[config.mk]
export PLATFORM = sky130hd
export DESIGN_NAME = mult_accum
export DESIGN_NICKNAME = d
export VERILOG_FILES = /design/src/rtl/mult_accum_pkg.sv /design/src/rtl/mult_accum.sv
export SDC_FILE = /design/constraint.sdc
export NUM_CORES = 1
export LEC_CHECK = 0
export BUFFER_PORTS_ARGS = -buffer_cell sky130_fd_sc_hd__buf_2
export CAP_MARGIN = 20
export CORE_MARGIN = 10
export CORE_UTILIZATION = 30
export DETAILED_ROUTE_END_ITERATION = 7
export REMOVE_ABC_BUFFERS = 1
export SYNTH_ARGS = -nofsm -noshare
export SYNTH_HDL_FRONTEND = slang
export SYNTH_SLANG_ARGS = --single-unit
export TNS_END_PERCENT = 1
[constraint.sdc]
create_clock -name clk -period 1.95 [get_ports clk]
set_input_delay 0.2925 -clock clk [delete_from_list [all_inputs] [get_ports clk]]
set_output_delay 0.2925 -clock clk [all_outputs]
set_load 0.01 [all_outputs]
[src/rtl/mult_accum_pkg.sv]
// mult_accum_pkg
//   Shared constants and types for the multiply-accumulate back end.
//   PROD_W  : width of the unsigned product arriving from the 4x4 multiplier
//   state_t : accumulator sequencing states (IDLE / ACCUM / HOLD)
package mult_accum_pkg;

  localparam int PROD_W = 8;

  typedef enum logic [1:0] {
    IDLE  = 2'd0,
    ACCUM = 2'd1,
    HOLD  = 2'd2
  } state_t;

endpackage

[src/rtl/mult_accum.sv]
// mult_accum
//   Sums COUNT unsigned 8-bit products taken over a valid/ready handshake and
//   presents the total on a second valid/ready handshake. Sequential back end of
//   a dot-product / MAC datapath; the multiplier itself lives in the parent.
//
//   Build option: define MULT_ACCUM_SAT_EN to saturate the sum at all-ones on
//   overflow; otherwise the sum wraps modulo 2**ACC_W. acc_ovf flags overflow
//   in both builds and stays set until handoff, clear or reset.
//
//   Parameters
//     COUNT  products per result, 2..255
//     ACC_W  accumulator width, >= 8
//     CNT_W  beat counter width, 2**CNT_W > COUNT
//
//   Ports
//     clk        in   clock, rising edge
//     rst_n      in   asynchronous active-low reset
//     p          in   product from multiplier
//     p_valid    in   p is valid
//     p_ready    out  block accepts p this cycle
//     clear      in   synchronous abort, discards partial or pending result
//     acc_out    out  accumulated result
//     acc_valid  out  acc_out holds a completed result
//     acc_ready  in   consumer takes acc_out
//     acc_ovf    out  sticky overflow of the current sum
//
//   state | meaning
//   IDLE  | no beats taken yet for this set, counter at zero
//   ACCUM | at least one beat taken, waiting for the rest of the set
//   HOLD  | result complete, acc_out frozen until the consumer takes it
module mult_accum
  import mult_accum_pkg::*;
#(
  parameter int COUNT = 4,
  parameter int ACC_W = 16,
  parameter int CNT_W = 8
) (
  input  logic              clk,
  input  logic              rst_n,
  input  logic [PROD_W-1:0] p,
  input  logic              p_valid,
  output logic              p_ready,
  input  logic              clear,
  output logic [ACC_W-1:0]  acc_out,
  output logic              acc_valid,
  input  logic              acc_ready,
  output logic              acc_ovf
);

  state_t             r_state;
  state_t             w_state_nxt;
  logic [ACC_W-1:0]   r_acc;
  logic [CNT_W-1:0]   r_cnt;
  logic               r_ovf;

  logic               w_beat;
  logic               w_handoff;
  logic               w_last_beat;
  logic [ACC_W:0]     w_sum;
  logic               w_carry;
  logic [ACC_W-1:0]   w_acc_nxt;

  assign w_beat      = p_valid && p_ready;
  assign w_handoff   = acc_valid && acc_ready;
  assign w_last_beat = w_beat && (r_cnt == CNT_W'(COUNT - 1));

  // One extra bit of headroom so the carry out of the top accumulator bit is
  // visible as overflow.
  assign w_sum   = {1'b0, r_acc} + {{(ACC_W + 1 - PROD_W){1'b0}}, p};
  assign w_carry = w_sum[ACC_W];

`ifdef MULT_ACCUM_SAT_EN
  // Once saturated, stay pinned for the rest of the set even if later
  // products are zero and would not themselves carry.
  assign w_acc_nxt = (r_ovf || w_carry) ? {ACC_W{1'b1}} : w_sum[ACC_W-1:0];
`else
  assign w_acc_nxt = w_sum[ACC_W-1:0];
`endif

  // State register and datapath
  always_ff @(posedge clk or negedge rst_n) begin
    if (!rst_n) begin
      r_state <= IDLE;
      r_acc   <= '0;
      r_cnt   <= '0;
      r_ovf   <= 1'b0;
    end else begin
      r_state <= w_state_nxt;
      if (clear) begin
        r_acc <= '0;
        r_cnt <= '0;
        r_ovf <= 1'b0;
      end else if (w_beat) begin
        r_acc <= w_acc_nxt;
        r_cnt <= r_cnt + CNT_W'(1);
        r_ovf <= r_ovf | w_carry;
      end else if (w_handoff) begin
        r_acc <= '0;
        r_cnt <= '0;
        r_ovf <= 1'b0;
      end
    end
  end

  // Next-state logic; clear outranks beats and handoff in every state
  always_comb begin
    w_state_nxt = r_state;
    if (clear) begin
      w_state_nxt = IDLE;
    end else begin
      case (r_state)
        IDLE: begin
          if (w_last_beat)  w_state_nxt = HOLD;
          else if (w_beat)  w_state_nxt = ACCUM;
        end
        ACCUM: begin
          if (w_last_beat)  w_state_nxt = HOLD;
        end
        HOLD: begin
          if (w_handoff)    w_state_nxt = IDLE;
        end
        default:            w_state_nxt = IDLE;
      endcase
    end
  end

  // Outputs decoded from state only
  always_comb begin
    p_ready   = 1'b1;
    acc_valid = 1'b0;
    case (r_state)
      HOLD: begin
        p_ready   = 1'b0;
        acc_valid = 1'b1;
      end
      default: begin
        p_ready   = 1'b1;
        acc_valid = 1'b0;
      end
    endcase
  end

  assign acc_out = r_acc;
  assign acc_ovf = r_ovf;

endmodule

==> impl_metrics.prom, run 1 <==
# TYPE chip_impl_metric gauge
chip_impl_metric{name="detailroute.via_count",unit=""} 1536
chip_impl_metric{name="synthDominantCellAreaShare",unit="%"} 39.5
chip_impl_metric{name="first_global_vias",unit=""} 1616
chip_impl_metric{name="netSwitchingPower",unit="uW"} 441
chip_impl_metric{name="drt_wl_total",unit="um"} 4210
chip_impl_metric{name="required_time_of_the_critical_path",unit="ns"} 2.14
chip_impl_metric{name="fin_nets",unit=""} 253
chip_impl_metric{name="ctsHoldBuffers",unit=""} 0
chip_impl_metric{name="setup_tns",unit="ns"} -0.0388
chip_impl_metric{name="setup_viol",unit=""} 1
chip_impl_metric{name="vias_per_cell",unit=""} 5.10
chip_impl_info{name="grt_setup_unrepaired",value="true"} 1
chip_impl_metric{name="cts_setup_buffers",unit=""} 0
chip_impl_info{name="status",value="complete, but fails checks"} 1
chip_impl_metric{name="h_tree_depth",unit=""} 1
chip_impl_metric{name="fin_cells",unit=""} 301
chip_impl_info{name="most-common-layout-cells",value="31 x sky130_fd_sc_hd__buf_2, 27 x sky130_fd_sc_hd__dfrtp_1, 23 x sky130_fd_sc_hd__nand2_1"} 1
chip_impl_metric{name="grt_antenna_before_repair",unit=""} 0
chip_impl_metric{name="port_buffers",unit=""} 31
chip_impl_metric{name="groute.usage.overall",unit="%"} 9.65
chip_impl_metric{name="synth_enable_flop_cells",unit=""} 0
chip_impl_metric{name="layout.filler_cells",unit=""} 562
chip_impl_metric{name="maxSlewHeadroom",unit="%"} 57.0
chip_impl_metric{name="finalClockSkew",unit="ns"} 0.00209
chip_impl_metric{name="power.share.combinational",unit="%"} 28.9
chip_impl_metric{name="power_frac_seq",unit="%"} 47.3
chip_impl_metric{name="critical_path_peak_fanout",unit=""} 8
chip_impl_metric{name="clock_power_share",unit="%"} 23.8
chip_impl_metric{name="final.min_clock_period",unit="ns"} 1.99
chip_impl_info{name="final_common_cell",value="sky130_fd_sc_hd__buf_2"} 1
chip_impl_metric{name="detailedPlacementHpwl",unit="um"} 3130
chip_impl_metric{name="fp.dieArea",unit="sq mm"} 0.00912
chip_impl_metric{name="cellPowerDensity",unit="mW/mm^2"} 641
chip_impl_info{name="failing_checks",value="setup timing"} 1
chip_impl_metric{name="wire_length_of_the_first_global_routing_pass",unit="um"} 7380
chip_impl_metric{name="initial_core_util",unit="%"} 31.1
chip_impl_metric{name="dp_worst_setup_slack",unit="ns"} -0.187
chip_impl_metric{name="ant_nets",unit=""} 0
chip_impl_metric{name="chipWidth",unit="um"} 95.5
chip_impl_metric{name="gr-total-overflow",unit=""} 0
chip_impl_metric{name="initialDrtViolationCount",unit=""} 166
chip_impl_info{name="commonest_register_cell_after_synthesis",value="sky130_fd_sc_hd__dfrtp_1"} 1
chip_impl_metric{name="post-route-drc-count",unit=""} 0
chip_impl_metric{name="worst_pin_slew",unit="ns"} 0.644
chip_impl_metric{name="clk_transition_reported_paths",unit="ns"} 0.09
chip_impl_info{name="synth_area_leaders",value="sky130_fd_sc_hd__dfrtp_1 40%, sky130_fd_sc_hd__ha_1 6.6%, sky130_fd_sc_hd__nand2_1 5.0%"} 1
chip_impl_metric{name="worst_hold_slack",unit="ns"} 0.0247
chip_impl_metric{name="p_leak",unit="uW"} 0.000988
chip_impl_metric{name="area_growth_from_synthesis_to_final_layout",unit="%"} 24.1
chip_impl_info{name="cp-end-kind",value="register"} 1
chip_impl_metric{name="synth-warning-count",unit=""} 0
chip_impl_metric{name="timing.final.hold_violations",unit=""} 0
chip_impl_metric{name="place.detailed.instances",unit=""} 297
chip_impl_info{name="clock_tree_from_tritoncts",value="built"} 1
chip_impl_metric{name="diodes",unit=""} 0
chip_impl_metric{name="cts_inserted_buffers",unit=""} 3
chip_impl_metric{name="top_level_ports",unit=""} 32
chip_impl_metric{name="drv_slew",unit=""} 0
chip_impl_metric{name="finalCoreUtilization",unit="%"} 38.6
chip_impl_info{name="yosysTopAreaCell",value="sky130_fd_sc_hd__dfrtp_1"} 1
chip_impl_metric{name="ys_async_sr_fraction",unit="%"} 100
chip_impl_metric{name="syn-cell-area",unit="sq mm"} 0.00171
chip_impl_metric{name="drt-pass1-iter-count",unit=""} 4
chip_impl_metric{name="synth.avg_cell_area",unit="sq um"} 9.20
chip_impl_metric{name="postSynthRegisterBits",unit=""} 27
chip_impl_metric{name="cp_data_arrival_time",unit="ns"} 2.18
chip_impl_metric{name="synth_sequential_area_ratio",unit="%"} 39.5
chip_impl_info{name="hp-class",value="in -> async"} 1
chip_impl_metric{name="layout_setup_ws",unit="ns"} -0.0388
chip_impl_metric{name="clock_insertion_delay_worst_skew",unit="ns"} 0.27
chip_impl_metric{name="fp.coreArea",unit="sq mm"} 0.00551
chip_impl_metric{name="clock_sinks",unit=""} 27
chip_impl_metric{name="gp_congestion",unit=""} 0.828
chip_impl_metric{name="switching_share",unit="%"} 32.4
chip_impl_metric{name="die_h",unit="um"} 95.5
chip_impl_metric{name="post_route_cells_drive_above_1_share",unit="%"} 27.5
chip_impl_metric{name="clk_path_buf_depth",unit=""} 2
chip_impl_info{name="cp_class",value="reg -> reg"} 1
chip_impl_metric{name="maxClockFrequency",unit="MHz"} 503
chip_impl_info{name="cts_root_buf",value="sky130_fd_sc_hd__clkbuf_8"} 1
chip_impl_metric{name="synthesis.instances",unit=""} 186
chip_impl_metric{name="avgRoutedWirePerCell",unit="um"} 14.0
chip_impl_info{name="setup.worst_path.start_class",value="register"} 1
chip_impl_metric{name="synth.lib_cells_used.distinct",unit=""} 50
chip_impl_metric{name="grt_start_max_net_pins",unit=""} 28
chip_impl_metric{name="vdd.ir_drop.worst",unit="V"} 0.000257
chip_impl_metric{name="period_share",unit="%"} 102
chip_impl_metric{name="maxCapViolCount",unit=""} 0
chip_impl_metric{name="p_int",unit="uW"} 921
chip_impl_metric{name="std_cell_rows",unit=""} 27
==> repair_timing <==
item	in CTS	in global routing
gates resized for setup	4	8
hold endpoints to repair	0	0
pin swaps	2	1
endpoints found under the setup margin	5	8
==> final timing paths <==
path                                   startpoint                      end  cells after the start  slack [ns]
setup / recovery           acc_out[0]$_DFFE_PN0P_  acc_out[14]$_DFFE_PN0P_                      9       -0.04
hold / removal                              rst_n   acc_out[1]$_DFFE_PN0P_                      1        0.02
setup reg to reg           acc_out[0]$_DFFE_PN0P_  acc_out[14]$_DFFE_PN0P_                      9       -0.04
hold reg to reg              r_cnt[7]$_DFFE_PN0P_     r_cnt[7]$_DFFE_PN0P_                      1        0.47
max in group asynchronous                   rst_n     r_cnt[4]$_DFFE_PN0P_                      1        1.49
min in group clk                            clear   r_state[1]$_DFFE_PN0P_                      2        0.26
==> layout make-up <==
class | count | area [sq um] | share of cell area, %
Inverter | 8 | 30.0 | 1.41
Tap cell | 72 | 90.1 | 4.24
Sequential cell | 27 | 676 | 31.8
Timing Repair Buffer | 44 | 256 | 12.1
Clock buffer | 4 | 45.0 | 2.12
Multi-Input combinational cell | 146 | 1030 | 48.3
==> critical path: stages, from the launching register on <==
cell,delay (ns)
sky130_fd_sc_hd__dfrtp_1,0.36
sky130_fd_sc_hd__ha_2,0.17
sky130_fd_sc_hd__inv_1,0.05
sky130_fd_sc_hd__fa_2,0.36
sky130_fd_sc_hd__nor2b_4,0.13
sky130_fd_sc_hd__o2111ai_2,0.13
sky130_fd_sc_hd__a32oi_2,0.22
sky130_fd_sc_hd__buf_6,0.15
sky130_fd_sc_hd__nand4_1,0.12
sky130_fd_sc_hd__a22oi_1,0.20
==> logic make-up (layout without fill, tap and decap cells) <==
group / after synthesis / after routing / share of synthesized area [%]
AOI/OAI and AO/OA: 60 / 60 / 24.6
adders and majority gates: 10 / 10 / 7.75
xor gates and xnor gates: 7 / 7 / 3.58
buffers and inverters: 13 / 56 / 3.07
DFF: 27 / 27 / 39.5
and+or+nand+nor: 69 / 69 / 21.5
==> metrics by stage <==
| step | total power [uW] | cell area [sq um] |
|---|---|---|
| after floorplan | 881 | 1690 |
| after global placement | 1020 | 2030 |
| after detailed placement | 1030 | 2030 |
| after CTS | 1370 | 2090 |
| after global routing | 1460 | 2120 |
| final | 1360 | 2120 |
==> cells in the mapped netlist, drive strengths merged, types with 2 or more instances <==
cell	instances
or4b	2
nand2	23
a32oi	2
nor3	3
o21ai	23
ha	9
a22o	2
xnor2	2
nand3	3
nor2	10
a21o	3
o31ai	3
inv	8
a21oi	8
nand2b	6
and3	4
nand4	6
nand3b	3
a31o	3
dfrtp	27
nor2b	4
xor2	5
buf	4
o2111ai	2
o211ai	3
==> power by group through the flow <==
| stage | combinational, uW | sequential (uW) | clock, uW |
|---|---|---|---|
| final | 393 | 644 | 324 |
| after global routing | 446 | 653 | 363 |
| after CTS | 383 | 644 | 344 |
| after detailed placement | 374 | 655 | 0 |
| after global placement | 370 | 653 | 0 |
| after floorplan | 217 | 664 | 0 |
==> metal layers <==
metal	share of wire, %	GRT usage [%]	routed length (um)
met5	0	0	0
met2	47	16.3	2000
met3	5.0	2.36	212
met1	47	12.2	1990
met4	0.40	2.09	17
==> registers in the layout (all words and copies together) (netlist names) <==
name,count
r_cnt,8
acc_ovf,1
r_state,2
acc_out,16
Note: power is estimated with default switching activity, not from simulation.
==> run 2, diff against run 1 <==
Settings changed: SETUP_SLACK_MARGIN set to 0.3.
Clock period 1.95 ns to 1.8 ns, I/O delays scaled along.
==> run 2 against run 1 <==
Compared with the run above:
- the flow finishes with violations (hold timing, setup timing)
- core utilization increased by 2.8 points
- die area unchanged
- count of clock-buffer cells in the layout unchanged
- sequential share of layout area decreased by 2.2 points
- total power increased by 15%
- first-iteration DRC count decreased by 45%
- combinational power increased by 30%
- fmax about the same
- sequential cell count unchanged
- register-to-register slack got worse by 0.15 ns
- clock power increased by 11%
- critical path type unchanged
==> impl_metrics.prom, run 2 (synthesis gave the netlist of run 1 again) <==
# TYPE chip_impl_metric gauge
chip_impl_metric{name="groute.usage.overall",unit="%"} 9.70
chip_impl_metric{name="clock_sinks",unit=""} 27
chip_impl_metric{name="finalClockSkew",unit="ns"} 0.00851
chip_impl_metric{name="required_time_of_the_critical_path",unit="ns"} 2.00
chip_impl_metric{name="post-route-drc-count",unit=""} 0
chip_impl_metric{name="fin_nets",unit=""} 266
chip_impl_metric{name="final.min_clock_period",unit="ns"} 1.99
chip_impl_metric{name="maxClockFrequency",unit="MHz"} 503
chip_impl_metric{name="clk_transition_reported_paths",unit="ns"} 0.10
chip_impl_metric{name="die_h",unit="um"} 95.5
chip_impl_metric{name="initialDrtViolationCount",unit=""} 91
chip_impl_metric{name="place.detailed.instances",unit=""} 308
chip_impl_info{name="cp-end-kind",value="register"} 1
chip_impl_metric{name="cp_num_buf_inv",unit=""} 2
chip_impl_metric{name="grt_start_max_net_pins",unit=""} 28
chip_impl_info{name="most-common-layout-cells",value="31 x sky130_fd_sc_hd__buf_2, 27 x sky130_fd_sc_hd__dfrtp_1, 23 x sky130_fd_sc_hd__nand2_1, 23 x sky130_fd_sc_hd__buf_4, 12 x sky130_fd_sc_hd__o21ai_0"} 1
chip_impl_metric{name="maxSlewHeadroom",unit="%"} 58.2
chip_impl_metric{name="drt-pass1-iter-count",unit=""} 4
chip_impl_metric{name="std_cell_rows",unit=""} 27
chip_impl_metric{name="chipWidth",unit="um"} 95.5
chip_impl_metric{name="drt_wl_total",unit="um"} 4390
chip_impl_metric{name="critical_path_depth",unit=""} 9
chip_impl_metric{name="fp.dieArea",unit="sq mm"} 0.00912
chip_impl_metric{name="ctsHoldBuffers",unit=""} 0
chip_impl_metric{name="cts_inserted_buffers",unit=""} 3
chip_impl_metric{name="ant_nets",unit=""} 0
chip_impl_metric{name="initial_core_util",unit="%"} 31.1
chip_impl_metric{name="area_growth_from_synthesis_to_final_layout",unit="%"} 33.2
chip_impl_metric{name="gr-total-overflow",unit=""} 0
chip_impl_metric{name="first_global_vias",unit=""} 1539
chip_impl_metric{name="setup_tns",unit="ns"} -0.747
chip_impl_metric{name="cp_data_arrival_time",unit="ns"} 2.19
chip_impl_metric{name="detailroute.via_count",unit=""} 1576
chip_impl_metric{name="wire_length_of_the_first_global_routing_pass",unit="um"} 7280
chip_impl_metric{name="register_area",unit="sq um"} 676
chip_impl_metric{name="port_buffers",unit=""} 31
chip_impl_metric{name="clk_path_buf_depth",unit=""} 2
chip_impl_info{name="crit-reg2reg-launch",value="acc_out[0]$_DFFE_PN0P_"} 1
chip_impl_metric{name="grt_antenna_before_repair",unit=""} 0
chip_impl_metric{name="fin_cells",unit=""} 314
chip_impl_metric{name="worst_hold_slack",unit="ns"} -0.00577
chip_impl_metric{name="cellPowerDensity",unit="mW/mm^2"} 689
chip_impl_metric{name="worst_pin_slew",unit="ns"} 0.628
chip_impl_info{name="setup.worst_path.start_class",value="register"} 1
chip_impl_metric{name="placement.cell_area",unit="sq mm"} 0.00211
chip_impl_metric{name="finalInstanceArea",unit="sq mm"} 0.00228
chip_impl_metric{name="clock_insertion_delay_worst_skew",unit="ns"} 0.28
chip_impl_metric{name="period_share",unit="%"} 110
chip_impl_metric{name="diodes",unit=""} 0
chip_impl_info{name="largest_delay_contributor_family_on_the_critical_path",value="compound AO/OA/AOI/OAI gates"} 1
chip_impl_metric{name="multiInputGateArea",unit="sq mm"} 0.00108
chip_impl_info{name="critical-path-slowest-cell",value="sky130_fd_sc_hd__dfrtp_1"} 1
chip_impl_info{name="regToRegEndpoint",value="acc_out[14]$_DFFE_PN0P_"} 1
chip_impl_metric{name="drv_slew",unit=""} 0
chip_impl_metric{name="largest_register_ff_count",unit=""} 16
chip_impl_metric{name="critical_path_peak_fanout",unit=""} 8
chip_impl_metric{name="r2r_setup_slack",unit="ns"} -0.19
chip_impl_metric{name="vias_per_cell",unit=""} 5.02
chip_impl_metric{name="detailedPlacementHpwl",unit="um"} 3160
chip_impl_metric{name="top_level_ports",unit=""} 32
chip_impl_info{name="hp-class",value="in -> async"} 1
chip_impl_metric{name="vdd.ir_drop.worst",unit="V"} 0.000281
chip_impl_metric{name="post_route_cells_drive_above_1_share",unit="%"} 32.6
chip_impl_metric{name="avgRoutedWirePerCell",unit="um"} 14.0
chip_impl_info{name="failing_checks",value="hold timing, setup timing"} 1
chip_impl_metric{name="worst-r2r-cell-count",unit=""} 9
chip_impl_info{name="grt_setup_unrepaired",value="true"} 1
chip_impl_metric{name="gp_congestion",unit=""} 0.786
chip_impl_metric{name="maxCapViolCount",unit=""} 0
chip_impl_metric{name="setup_viol",unit=""} 7
chip_impl_metric{name="layout_setup_ws",unit="ns"} -0.189
chip_impl_info{name="clock_tree_from_tritoncts",value="built"} 1
chip_impl_metric{name="layout.filler_cells",unit=""} 554
chip_impl_metric{name="h_tree_depth",unit=""} 1
chip_impl_metric{name="p_leak",unit="uW"} 0.00106
chip_impl_info{name="final_common_cell",value="sky130_fd_sc_hd__buf_2"} 1
chip_impl_metric{name="critical-path-max-stage-delay",unit="ns"} 0.36
chip_impl_info{name="cp_class",value="reg -> reg"} 1
chip_impl_metric{name="timing.final.hold_violations",unit=""} 12
chip_impl_info{name="status",value="complete, but fails checks"} 1
chip_impl_info{name="critical_path.cell_chain",value="ha_1 -> inv_1 -> fa_2 -> nor2b_4 -> o2111ai_4 -> a32oi_2 -> buf_6 -> nand4_1 -> a22oi_1"} 1
chip_impl_info{name="cts_root_buf",value="sky130_fd_sc_hd__clkbuf_8"} 1
chip_impl_metric{name="fp.coreArea",unit="sq mm"} 0.00551
run 2: changes by cell type in the layout (fill, tap and decap cells not counted), moves of 2 or more:
cell,before,now
sky130_fd_sc_hd__a21oi_1,8,6
sky130_fd_sc_hd__a21oi_2,0,2
sky130_fd_sc_hd__buf_4,12,23
sky130_fd_sc_hd__buf_6,1,3
sky130_fd_sc_hd__o2111ai_4,0,2
run 2: layer usage:
layer | share of wire, % | track usage, %
met1 | 48 | 12.5
met2 | 46 | 15.9
met3 | 5.4 | 2.91
met4 | 0.27 | 1.60
met5 | 0 | 0
run 2: worst max-delay path by stage:
stage,end,start,slack (ns)
2_1_floorplan,acc_out[15]$_DFFE_PN0P_,r_state[0]$_DFFE_PN0P_,-0.30
3_3_place_gp,acc_out[14]$_DFFE_PN0P_,p[0],-0.26
3_5_place_dp,acc_out[14]$_DFFE_PN0P_,p[0],-0.32
4_1_cts,acc_out[14]$_DFFE_PN0P_,acc_out[0]$_DFFE_PN0P_,-0.20
5_1_grt,acc_out[14]$_DFFE_PN0P_,acc_out[0]$_DFFE_PN0P_,-0.33
6_report,acc_out[14]$_DFFE_PN0P_,acc_out[0]$_DFFE_PN0P_,-0.19
run 2: through the flow:
step,utilization (%),power [uW],setup slack (ns)
final,41.4,1570,-0.189
after CTS,39.9,1540,-0.195
after global routing,41.4,1680,-0.326
after detailed placement,38.4,1160,-0.319
after global placement,38.4,1150,-0.256
after floorplan,-,955,-0.303
run 2: where the power goes:
group | switching, uW | internal [uW] | total, uW | leakage [uW]
Sequential | 47.4 | 649 | 697 | 0.000368
Combinational | 273 | 240 | 512 | 0.000665
Clock | 201 | 159 | 360 | 0.0000228
Total | 521 | 1050 | 1570 | 0.00106
run 2: cell type report:
type	count	area share [%]
timing repair buffer	57	15.9
sequential	27	29.7
multi-input combinational	146	47.2
clock buffer	4	1.98
tap	72	3.95
inverter	8	1.32
run 2: what timing repair did:
| action | 4_1_cts | 5_1_grt |
|---|---|---|
| resized for setup | 8 | 14 |
| pin swaps | 3 | 6 |
| setup buffers | 1 | 1 |
| endpoints found under the setup margin | 18 | 27 |
